===== src/rtl/load_store_unit_pkg.sv =====
// Shared definitions for the load/store unit: RV32I funct3 width codes, FSM state
// encoding and the request legality rule.
package load_store_unit_pkg;

  localparam logic [2:0] F3_B  = 3'b000;
  localparam logic [2:0] F3_H  = 3'b001;
  localparam logic [2:0] F3_W  = 3'b010;
  localparam logic [2:0] F3_BU = 3'b100;
  localparam logic [2:0] F3_HU = 3'b101;

  typedef enum logic [1:0] {
    ST_IDLE = 2'd0,
    ST_REQ  = 2'd1,
    ST_DONE = 2'd2
  } lsu_state_t;

  // Stores only exist as SB/SH/SW; the unsigned codes are load-only.
  function automatic logic access_legal(input logic we, input logic [2:0] f3,
                                        input logic [1:0] addr_lo);
    logic ok;
    ok = 1'b0;
    case (f3)
      F3_B:    ok = 1'b1;
      F3_H:    ok = !addr_lo[0];
      F3_W:    ok = (addr_lo == 2'b00);
      F3_BU:   ok = !we;
      F3_HU:   ok = !we && !addr_lo[0];
      default: ok = 1'b0;
    endcase
    return ok;
  endfunction

endpackage


===== src/rtl/load_store_unit_load_align.sv =====
// Picks the addressed byte/half lane out of a memory word and sign- or zero-extends it.
module load_align
  import load_store_unit_pkg::*;
(
  input  logic [31:0] mem_rdata,
  input  logic [1:0]  addr_lo,
  input  logic [2:0]  funct3,
  output logic [31:0] data
);

  logic [7:0]  byte_lane;
  logic [15:0] half_lane;

  always_comb begin
    byte_lane = mem_rdata[8*addr_lo +: 8];
    half_lane = mem_rdata[16*addr_lo[1] +: 16];
    data      = mem_rdata;
    case (funct3)
      F3_B:    data = {{24{byte_lane[7]}}, byte_lane};
      F3_H:    data = {{16{half_lane[15]}}, half_lane};
      F3_BU:   data = {24'd0, byte_lane};
      F3_HU:   data = {16'd0, half_lane};
      default: data = mem_rdata;
    endcase
  end

endmodule


===== src/rtl/load_store_unit.sv =====
// Memory-access stage: turns an ALU effective address into a req/ready transaction with
// data memory, with lane steering, load extension, fault and timeout reporting.
//
//   state   | meaning
//   ST_IDLE | waiting for req_valid; request fields latched on acceptance
//   ST_REQ  | mem_req asserted, waiting for mem_ready or timeout
//   ST_DONE | one-cycle done pulse carrying misalign/bus_err
module load_store_unit
  import load_store_unit_pkg::*;
#(
  parameter int WIDTH   = 32,
  parameter int TIMEOUT = 15
) (
  input  logic             clk,
  input  logic             reset,
  input  logic             req_valid,
  input  logic             req_we,
  input  logic [2:0]       funct3,
  input  logic [WIDTH-1:0] addr,
  input  logic [WIDTH-1:0] wdata,
  output logic             busy,
  output logic             done,
  output logic [WIDTH-1:0] rdata,
  output logic             misalign,
  output logic             bus_err,
  output logic             mem_req,
  output logic             mem_we,
  output logic [WIDTH-1:0] mem_addr,
  output logic [WIDTH-1:0] mem_wdata,
  output logic [3:0]       mem_wstrb,
  input  logic             mem_ready,
  input  logic [WIDTH-1:0] mem_rdata
);

  // Down-counter loaded on entry to REQ; zero marks the last permitted wait cycle.
  localparam logic [3:0] TO_LOAD = 4'(TIMEOUT - 1);

  lsu_state_t       state, state_nxt;
  logic             we_q, mis_q, berr_q;
  logic [2:0]       f3_q;
  logic [WIDTH-1:0] addr_q, wdata_q;
  logic [3:0]       cnt;
  logic [31:0]      load_data;
  logic             legal;

  assign legal = access_legal(req_we, funct3, addr[1:0]);

  load_align u_load_align (
    .mem_rdata (mem_rdata),
    .addr_lo   (addr_q[1:0]),
    .funct3    (f3_q),
    .data      (load_data)
  );

  always_comb begin
    state_nxt = state;
    case (state)
      ST_IDLE: if (req_valid) state_nxt = legal ? ST_REQ : ST_DONE;
      ST_REQ:  if (mem_ready || cnt == 4'd0) state_nxt = ST_DONE;
      ST_DONE: state_nxt = ST_IDLE;
      default: state_nxt = ST_IDLE;
    endcase
  end

  always_ff @(posedge clk) begin
    if (reset) begin
      state   <= ST_IDLE;
      we_q    <= 1'b0;
      f3_q    <= 3'd0;
      addr_q  <= '0;
      wdata_q <= '0;
      cnt     <= 4'd0;
      rdata   <= '0;
      mis_q   <= 1'b0;
      berr_q  <= 1'b0;
    end else begin
      state <= state_nxt;
      case (state)
        ST_IDLE: if (req_valid) begin
          we_q    <= req_we;
          f3_q    <= funct3;
          addr_q  <= addr;
          wdata_q <= wdata;
          mis_q   <= !legal;
          berr_q  <= 1'b0;
          cnt     <= TO_LOAD;
        end
        ST_REQ: begin
          if (mem_ready) begin
            if (!we_q) rdata <= load_data;
          end else if (cnt == 4'd0) begin
            berr_q <= 1'b1;
          end else begin
            cnt <= cnt - 4'd1;
          end
        end
        default: begin
          mis_q  <= 1'b0;
          berr_q <= 1'b0;
        end
      endcase
    end
  end

  assign busy     = (state != ST_IDLE);
  assign done     = (state == ST_DONE);
  assign misalign = done && mis_q;
  assign bus_err  = done && berr_q;
  assign mem_req  = (state == ST_REQ);
  assign mem_we   = mem_req && we_q;
  assign mem_addr = {addr_q[WIDTH-1:2], 2'b00};

  always_comb begin
    mem_wdata = wdata_q;
    mem_wstrb = 4'b0000;
    case (f3_q[1:0])
      2'b00: begin
        mem_wdata = {4{wdata_q[7:0]}};
        mem_wstrb = 4'b0001 << addr_q[1:0];
      end
      2'b01: begin
        mem_wdata = {2{wdata_q[15:0]}};
        mem_wstrb = 4'b0011 << addr_q[1:0];
      end
      default: mem_wstrb = 4'b1111;
    endcase
    if (!mem_we) mem_wstrb = 4'b0000;
  end

endmodule


===== config.mk =====
export PLATFORM = sky130hd
export DESIGN_NAME = load_store_unit
export DESIGN_NICKNAME = d
export VERILOG_FILES = /design/src/rtl/load_store_unit_pkg.sv /design/src/rtl/load_store_unit_load_align.sv /design/src/rtl/load_store_unit.sv
export SDC_FILE = /design/constraint.sdc
export NUM_CORES = 1
export LEC_CHECK = 0
export BUFFER_PORTS_ARGS = -buffer_cell sky130_fd_sc_hd__buf_2
export CAP_MARGIN = 20
export CORE_UTILIZATION = 30
export DETAILED_ROUTE_END_ITERATION = 7
export PLACE_DENSITY = 0.55
export SLEW_MARGIN = 20
export SYNTH_ARGS = -nofsm -noshare
export SYNTH_HDL_FRONTEND = slang
export SYNTH_SLANG_ARGS = --single-unit

===== constraint.sdc =====
create_clock -name clk -period 1.85 [get_ports clk]
set_input_delay 0.185 -clock clk [delete_from_list [all_inputs] [get_ports clk]]
set_output_delay 0.185 -clock clk [all_outputs]
set_load 0.1 [all_outputs]

# ---- Word level (Yosys, flattened, before mapping)
# Index checks and enable logic that the tools add are counted.
dict set report totals {
  regBits 108
  output_inout_bits 106
}
dict set report classes {
  n_addsub 1
  n_eq_ne 15
  shifts 4
  mux 19
  bitwise_logic 2
  n_reduce_logical 22
}
# op n
set ops {}
lappend ops {{case mux 32 bit (4 select lines)} 1}
lappend ops {{case mux 32 bit (2 select lines)} 1}
lappend ops {{indexed part select 32 x 6 -> 16 bit} 1}
lappend ops {{indexed part select 32 x 6 -> 8 bit} 1}
lappend ops {{2-to-1 mux 4 bit} 4}
lappend ops {{case mux 4 bit (2 select lines)} 2}
lappend ops {{== test 3 bit (second input constant)} 4}
lappend ops {{== test 3 x 1 -> 1 bit (second input constant)} 2}
lappend ops {{logical NOT 2 bit} 3}
lappend ops {{logical NOT 3 bit} 2}
lappend ops {{2-to-1 mux 2 bit} 3}
lappend ops {{!= test 2 bit (second input constant)} 3}
lappend ops {{AND reduction 2 bit} 3}
lappend ops {{AND reduction 3 bit} 2}
lappend ops {{case mux 1 bit (5 select lines)} 1}
lappend ops {{== test 2 x 1 -> 1 bit (second input constant)} 2}
lappend ops {{logical AND 1 bit} 4}
lappend ops {{logical NOT 4 bit} 1}
lappend ops {{2-to-1 mux 1 bit} 4}
lappend ops {{!= test 2 x 1 -> 1 bit (second input constant)} 2}
lappend ops {{case mux 1 bit (2 select lines)} 2}
lappend ops {{case mux 2 bit (2 select lines)} 1}
lappend ops {{AND reduction 4 bit} 1}
lappend ops {{nonzero test 2 bit} 2}
lappend ops {{8 further kinds} 11}

# ---- Longest topological paths before layout
# Gate-level depths: netlist of the first run.
dict set report logic_depth {
  word_depth 6
  ltp_mapped 7
}

# ---- By module
# From an unflattened synthesis of the first run, not the netlist that was laid out.
dict set report unflattened {
  hier_cells 708
  area_unflattened_um2 5408.9
}
# mod n_inst cells_each area_each_um2 seq_area_each_um2
set modules_own_cells {}
lappend modules_own_cells {load_store_unit 1 590 4614.4 2162.1}
lappend modules_own_cells {load_align 1 118 794.5 0.0}

# ---- Worst setup path after synthesis of the first run
# OpenSTA, ideal clock, no wires.
dict set report synth_path {
  path_kind {register to output}
  startpoint {register f3_q[0]}
  endpoint {output port mem_wdata[24]}
  t_arrival_ns 3.042
  required_time_ns 1.665
  path_slack_ns -1.377
  path_stages_with_launch 5
  cell_sequence {dfxtp_1 -> buf_2 -> buf_2 -> mux2i_1 -> o21ai_0}
}
dict set report synth_between {
  elab_chain_len 2
  word_cells_on_any_way 3
  cone_classes {1 x eq/ne; 1 x mux; 1 x reduce/logical}
}
# item line_no
set synth_rtl {}
lappend synth_rtl {{from (decl)} load_store_unit.sv:40} ;# logic [2:0] f3_q;
lappend synth_rtl {{from (signal assigned)} load_store_unit.sv:81} ;# f3_q <= funct3;
lappend synth_rtl {{== test 2 x 1 -> 1 bit / logical NOT 2 bit (equally long branches)} load_store_unit.sv:116} ;# case (f3_q[1:0])
lappend synth_rtl {{case mux 32 bit (2 select lines) (*)} load_store_unit.sv:116}
lappend synth_rtl {{to (decl)} load_store_unit.sv:29} ;# output logic [WIDTH-1:0] mem_wdata,
# Every way passes the cells marked *; elsewhere a longest branch is shown, timed or not.

# ---- Worst setup path after layout of the first run
dict set report layout_path {
  startpoint {register f3_q[1]}
  endpoint {output port mem_wdata[19]}
}
# The elaborated chain is that of the path after synthesis.

==> out/qor.yml, run 1 <==
status: "complete, no violations"
async_flop_share_pct: 0
netlist_instances: 648
p_sw_mw: 2.53
drv_slew: 0
die_w_microns: 134
grt_max_degree: 69
setup_viol: 0
worstSetupPathType: "reg -> out"
num_io_pins: 210
r2r_cells: 4
syn_to_final_growth_pct: 38.9
antenna_found_initial: 3
die_y_microns: 134
synth_ff_type: "dfxtp_1"
dp_slack_ns: -0.0211
hold_path_class: "in -> reg"
finalSetupTns_ns: 0
yosysWarnings: 0
synth_cell_types: 43
routedWlPerCell_microns: 14.9
cts.clk_slew.worst_paths_ns: 0.07
via_count: 4870
p_int_mw: 4.17
path_depth: 4
cts_tree: "yes"
placed_area_sq_um: 6810
hold_violations: 0
tightest_slew_ns: 0.541
skew_ns: 0.00684
endpoint_kind: "output pin"
synth_area_leaders: "dfxtp_1 41%, nand2_1 12%, a21oi_1 7.0%"
yosysTopAreaCellShare_pct: 41.4
drt_iter0_drc: 156
first_global_vias: 4684
routed_wl_microns: 15400
rows: 47
relSlewSlack_pct: 63.7
peakVddDrop_uv: 564
clock-sinks: 108
place_inst: 1012
fin_crit_ns: 1.80
combPwrFrac_pct: 31.7
cts_htree_levels: 3
fmax_ghz: 0.555
setup_ws_ns: 0.0473
fin_nets: 913
power.leakage_nw: 3.07
fin_cells: 1034
cp_num_buf_inv: 3
holdWs_ns: 0.0630
cp_slowest_cell: "buf_2"
power_density_nw_per_um2: 925
dieArea_sq_um: 17900
fill_cells: 1723
seq_area_frac_synth_pct: 41.4
power_mw: 6.71
pwr-share-clk_pct: 30.3
fin_util_pct: 43.2
fin_area_sq_um: 7250
path_cells: "buf_12 -> buf_12 -> mux2_2 -> buf_2"
drc: 0
synth_area_sq_um: 5220
rsz0062_at_grt: "yes"
rr_endpoint: "rdata[5]"
seq_power_share_pct: 38.0
synth_top_area_cell: "dfxtp_1"
cts_root_buffer: "clkbuf_16"
critPathTopFamily: "buffers and inverters"
viasPerCell: 4.71
arrival_ns: 1.62
reg2reg_slack_ns: 0.21
track_usage_pct: 17.4
max_stage_delay_ns: 0.42
port_buffers: 207
globalplace.congestion: 0.818
max_cap_viol_count: 0
firstDrtPassIters: 4
syn_area_per_cell_sq_um: 8.05
overflow: 0
dpl.hpwl_microns: 10900
crit_path_frequent_cell: "buf_12"
holdPathStages: 3
ys_ff_latch: 108
worst_setup_path_start_kind: "register"
switching_share_pct: 37.8
initial_core_util_pct: 31.1
cts_buffers: 9
synth_edf_count: 0
grt_pass1_wl_microns: 24600
crit_fanout: 11
min_from: "wdata[22]"
fp.coreArea_sq_um: 16800
final_antenna_net_count: 0
max-clock-path-buffers: 2
required_ns: 1.66
whs_endpoint: "wdata_q[22]"
drive_above_1_share_pct: 39.1
r2r_start: "state[1]"
finalCritPeriodShare_pct: 97.4
worstSkewPairLatency_ns: 0.35
cts_hold_buf: 0
[state kept, by name, summed over array words and instances (netlist names)]
register and flops:
f3_q 3, state 2, wdata_q 32, we_q 1
addr_q 32, rdata 32, cnt 4, berr_q 1
mis_q 1
[kinds of logic after synthesis]
family                   Yosys count  share of synthesized area (%)
buffers and inverters             96                           10.6
flip-flops                       108                           41.4
adder cells (fa/ha/maj)            1                          0.240
AND/OR/NAND/NOR                  246                           19.6
other                              1                         0.0719
multiplexers                      36                           7.53
AO/OA/AOI/OAI                    160                           20.6
[worst reg2reg max path, cell delays in order, from the launching register on]
cell      delay (ns)
dfxtp_2         0.40
nor4bb_4        0.44
buf_4           0.40
nor2_1          0.08
a311oi_1        0.24
[placed cells by master (no fill, tap or decap), types with 7 or more instances in the layout]
| cell | n |
|---|---|
| a211oi_2 | 11 |
| a21oi_1 | 71 |
| clkbuf_16 | 9 |
| dfxtp_1 | 104 |
| buf_2 | 180 |
| nor2b_1 | 7 |
| mux2_4 | 8 |
| nor2_1 | 40 |
| a311oi_1 | 8 |
| nand2_1 | 166 |
| buf_12 | 33 |
| a22o_1 | 7 |
| a22oi_1 | 15 |
| mux2_2 | 18 |
| a211oi_1 | 17 |
| inv_1 | 8 |
| mux2i_1 | 10 |
| o21ai_0 | 11 |
| buf_4 | 20 |
[what timing repair did]
item	4_1_cts	5_1_grt
endpoints found under the hold margin	0	0
gates resized for setup	14	1
setup buffers	3	1
setup endpoints to repair	28	10
gates cloned	1	0
pin swaps	0	1
[Yosys cell counts, drive strengths merged (3+ instances only)]
library cell,n
nor3b,3
dfxtp,108
a21oi,73
and2,9
nand2,167
inv,9
clkbuf,23
a311oi,8
mux2,26
nand2b,3
a22oi,15
o21ai,19
buf,64
nor2b,8
a22o,7
a211oi,28
mux2i,10
nor2,45
[power by group through the flow]
stage / Sequential, mW / Combinational (mW) / Clock [mW]
after CTS: 2.55 / 2.14 / 2.12
after global placement: 2.60 / 2.09 / 0
final: 2.55 / 2.12 / 2.03
after detailed placement: 2.60 / 2.10 / 0
after floorplan: 2.72 / 1.47 / 0
after global routing: 2.57 / 2.24 / 2.21
[area by class of cell]
cell class | instances | area [sq um] | area share, %
clock inverter | 6 | 71.3 | 0.984
multi-input combinational | 445 | 2700 | 37.2
timing repair buffer | 235 | 1760 | 24.2
inverter | 9 | 37.5 | 0.518
clock buffer | 10 | 239 | 3.30
tap | 220 | 275 | 3.80
sequential | 108 | 2170 | 29.9
antenna | 1 | 2.50 | 0.0345
[per-layer routing]
metal / global-route usage [%] / part of all wire [%] / up-vias
met5: 0 / 0.084 / -
met4: 4.55 / 1.2 / 2
met3: 6.46 / 7.9 / 14
met2: 28.4 / 46 / 145
met1: 21.5 / 44 / 2228
li1: - / - / 2481
[worst max path at each step]
| stage | to | start | slack (ns) |
|---|---|---|---|
| global placement | rdata[0] | addr_q[1] | 0.08 |
| floorplan | mem_wdata[24] | f3_q[1] | -0.12 |
| global route | mem_wdata[12] | f3_q[1] | -0.0006 |
| detailed placement | rdata[11] | addr_q[1] | -0.02 |
| finish | mem_wdata[19] | f3_q[1] | 0.05 |
| CTS | mem_wdata[23] | f3_q[1] | 0.01 |
No activity file was read; power rests on OpenSTA's default activity.
==> run 2, diff against run 1 <==
--- a/config.mk
+++ b/config.mk
@@ -7,9 +7,10 @@
 export LEC_CHECK = 0
 export BUFFER_PORTS_ARGS = -buffer_cell sky130_fd_sc_hd__buf_2
 export CAP_MARGIN = 20
-export CORE_UTILIZATION = 30
+export CORE_UTILIZATION = 49
 export DETAILED_ROUTE_END_ITERATION = 7
-export PLACE_DENSITY = 0.55
+export MAX_ROUTING_LAYER = met4
+export PLACE_DENSITY = 0.82
 export SLEW_MARGIN = 20
 export SYNTH_ARGS = -nofsm -noshare
 export SYNTH_HDL_FRONTEND = slang
==> out/qor.yml, run 2 (synthesized netlist as in run 1, its figures left out) <==
fill_cells: 858  # -50%
rows: 37  # -21%
num_io_pins: 210  # unchanged
status: "complete, no violations"
grt_pass1_wl_microns: 23300  # -5.3%
fp.coreArea_sq_um: 10300  # -38%
cts_hold_buf: 0  # unchanged
tightest_slew_ns: 0.572  # +0.0303 ns
clock-sinks: 108  # unchanged
die_w_microns: 105  # -21%
required_ns: 1.66  # about the same
routedWlPerCell_microns: 15.2  # +2.1%
via_count: 5045  # +3.6%
p_sw_mw: 2.38  # -6.1%
syn_to_final_growth_pct: 32.3
rsz0062_at_grt: "no"
reg2reg_slack_ns: 0.12  # -0.09 ns
skew_ns: 0.00847  # +0.00164 ns
final_cell_mix: "183 x buf_2, 166 x nand2_1, 104 x dfxtp_1"
cts_htree_levels: 3  # unchanged
crit_fanout: 8  # -3
startpoint: "f3_q[0]"
track_usage_pct: 27.1  # +9.7 points
finalCritPeriodShare_pct: 96.9  # -0.58 points
worstSetupEndpoint: "mem_wdata[10]"
switching_share_pct: 38.7  # +0.87 points
placed_area_sq_um: 6640  # -2.6%
drive_above_1_share_pct: 39.0  # -0.081 points
path_cells: "nor2_2 -> buf_6 -> mux2_2 -> buf_12"
viasPerCell: 5.34  # +13%
holdWs_ns: 0.0438  # -0.0192 ns
hold_violations: 0  # unchanged
arrival_ns: 1.61  # about the same
top_regs: "addr_q: 32 flops, rdata: 32 flops, wdata_q: 32 flops"
r2r_start: "addr_q[1]"
die_y_microns: 105  # -21%
antenna_found_initial: 2  # -1
max-clock-path-buffers: 2  # unchanged
peakVddDrop_uv: 578  # +2.5%
cts_tree: "yes"
grt_max_degree: 69  # unchanged
setup_viol: 0  # unchanged
fin_crit_ns: 1.79  # -0.0107 ns
first_global_vias: 4836  # +3.2%
worstSetupPathType: "reg -> out"
drt_iter0_drc: 278  # +78%
power.leakage_nw: 2.95  # -4.0%
r2r_cells: 4  # unchanged
rr_endpoint: "rdata[13]"
cp_slowest_cell: "dfxtp_4"
p_int_mw: 3.78  # -9.5%
setup_ws_ns: 0.0581  # +0.0107 ns
fmax_ghz: 0.558  # +0.60%
seq_power_share_pct: 41.6  # +3.6 points
initial_core_util_pct: 50.5  # +19 points
drv_slew: 0  # unchanged
cts.clk_slew.worst_paths_ns: 0.10  # +0.03 ns
power_density_nw_per_um2: 892  # -3.6%
port_buffers: 207  # unchanged
hold_path_class: "in -> reg"
holdPathStages: 3  # unchanged
worst_setup_path_start_kind: "register"
drc: 0  # unchanged
fin_area_sq_um: 6900  # -4.7%
max_cap_viol_count: 0  # unchanged
dieArea_sq_um: 11100  # -38%
critPathTopFamily: "flip-flops"
pwr-share-clk_pct: 24.9  # -5.4 points
cts_root_buffer: "clkbuf_8"
overflow: 0  # unchanged
max_stage_delay_ns: 0.39  # -0.03 ns
globalplace.congestion: 0.885  # +8.3%
cts_buffers: 9  # unchanged
routed_wl_microns: 14400  # -6.7%
firstDrtPassIters: 5  # +1
fin_nets: 908  # -0.55%
worstSkewPairLatency_ns: 0.37  # +0.02 ns
dp_slack_ns: 0.148  # +0.169 ns
fin_util_pct: 66.9  # +24 points
final_common_cell: "buf_2"
dpl.hpwl_microns: 10600  # -2.0%
combPwrFrac_pct: 33.6  # +1.9 points
path_depth: 4  # unchanged
final_antenna_net_count: 0  # unchanged
relSlewSlack_pct: 61.9  # -1.9 points
endpoint_kind: "output pin"
cp_num_buf_inv: 2  # -1
## run 2: power groups by stage
stage	Combinational, mW	Clock, mW	Sequential [mW]
final	2.07	1.53	2.56
after global routing	2.17	1.67	2.58
after CTS	2.06	1.57	2.56
after detailed placement	2.04	0	2.61
after global placement	2.02	0	2.61
after floorplan	1.47	0	2.72
## run 2: worst register-to-register path, stage by stage, from the launching register on
cell and delay, ns:
dfxtp_1 0.51, mux2_2 0.26, mux2i_1 0.12, o41a_4 0.43
a211oi_1 0.30
## run 2: final cells by class
class | instances | area, sq um | share of cell area, %
Multi-Input combinational cell | 445 | 2680 | 38.9
Sequential cell | 108 | 2170 | 31.5
Timing Repair Buffer | 230 | 1630 | 23.6
Tap cell | 136 | 170 | 2.47
Clock buffer | 10 | 128 | 1.85
Clock inverter | 5 | 77.6 | 1.12
Inverter | 9 | 37.5 | 0.544
Antenna cell | 2 | 5.00 | 0.0725
## run 2: per-stage QoR
step                      TNS [ns]  total power, mW  instances
final                            0             6.16        945
after global routing             0             6.41        945
after CTS                        0             6.19        943
after detailed placement         0             4.66        926
after global placement           0             4.62        926
after floorplan             -0.237             4.19        649
## run 2: layer usage
layer / vias to the layer above / part of all wire (%) / GRT usage, %
li1: 2468 / - / -
met3: 36 / 6.4 / 5.49
met2: 199 / 49 / 43.8
met5: - / 0 / -
met1: 2342 / 42 / 33.0
met4: 0 / 2.6 / 10.9
## run 2: how the worst min path moves through the flow
stage	from	endpoint	slack (ns)
after detailed placement	wdata[5]	wdata_q[5]	0.43
after global placement	addr[10]	addr_q[10]	0.43
after floorplan	wdata[16]	wdata_q[16]	0.32
final	addr[2]	addr_q[2]	0.04
after CTS	addr[15]	addr_q[15]	0.03
after global routing	addr[14]	addr_q[14]	0.03
## run 2: repair_timing
| item | in CTS | in global routing |
|---|---|---|
| buffers inserted | 2 | 0 |
| endpoints found under the setup margin | 22 | 19 |
| gates resized for setup | 7 | 7 |
| pin swaps | 0 | 0 |
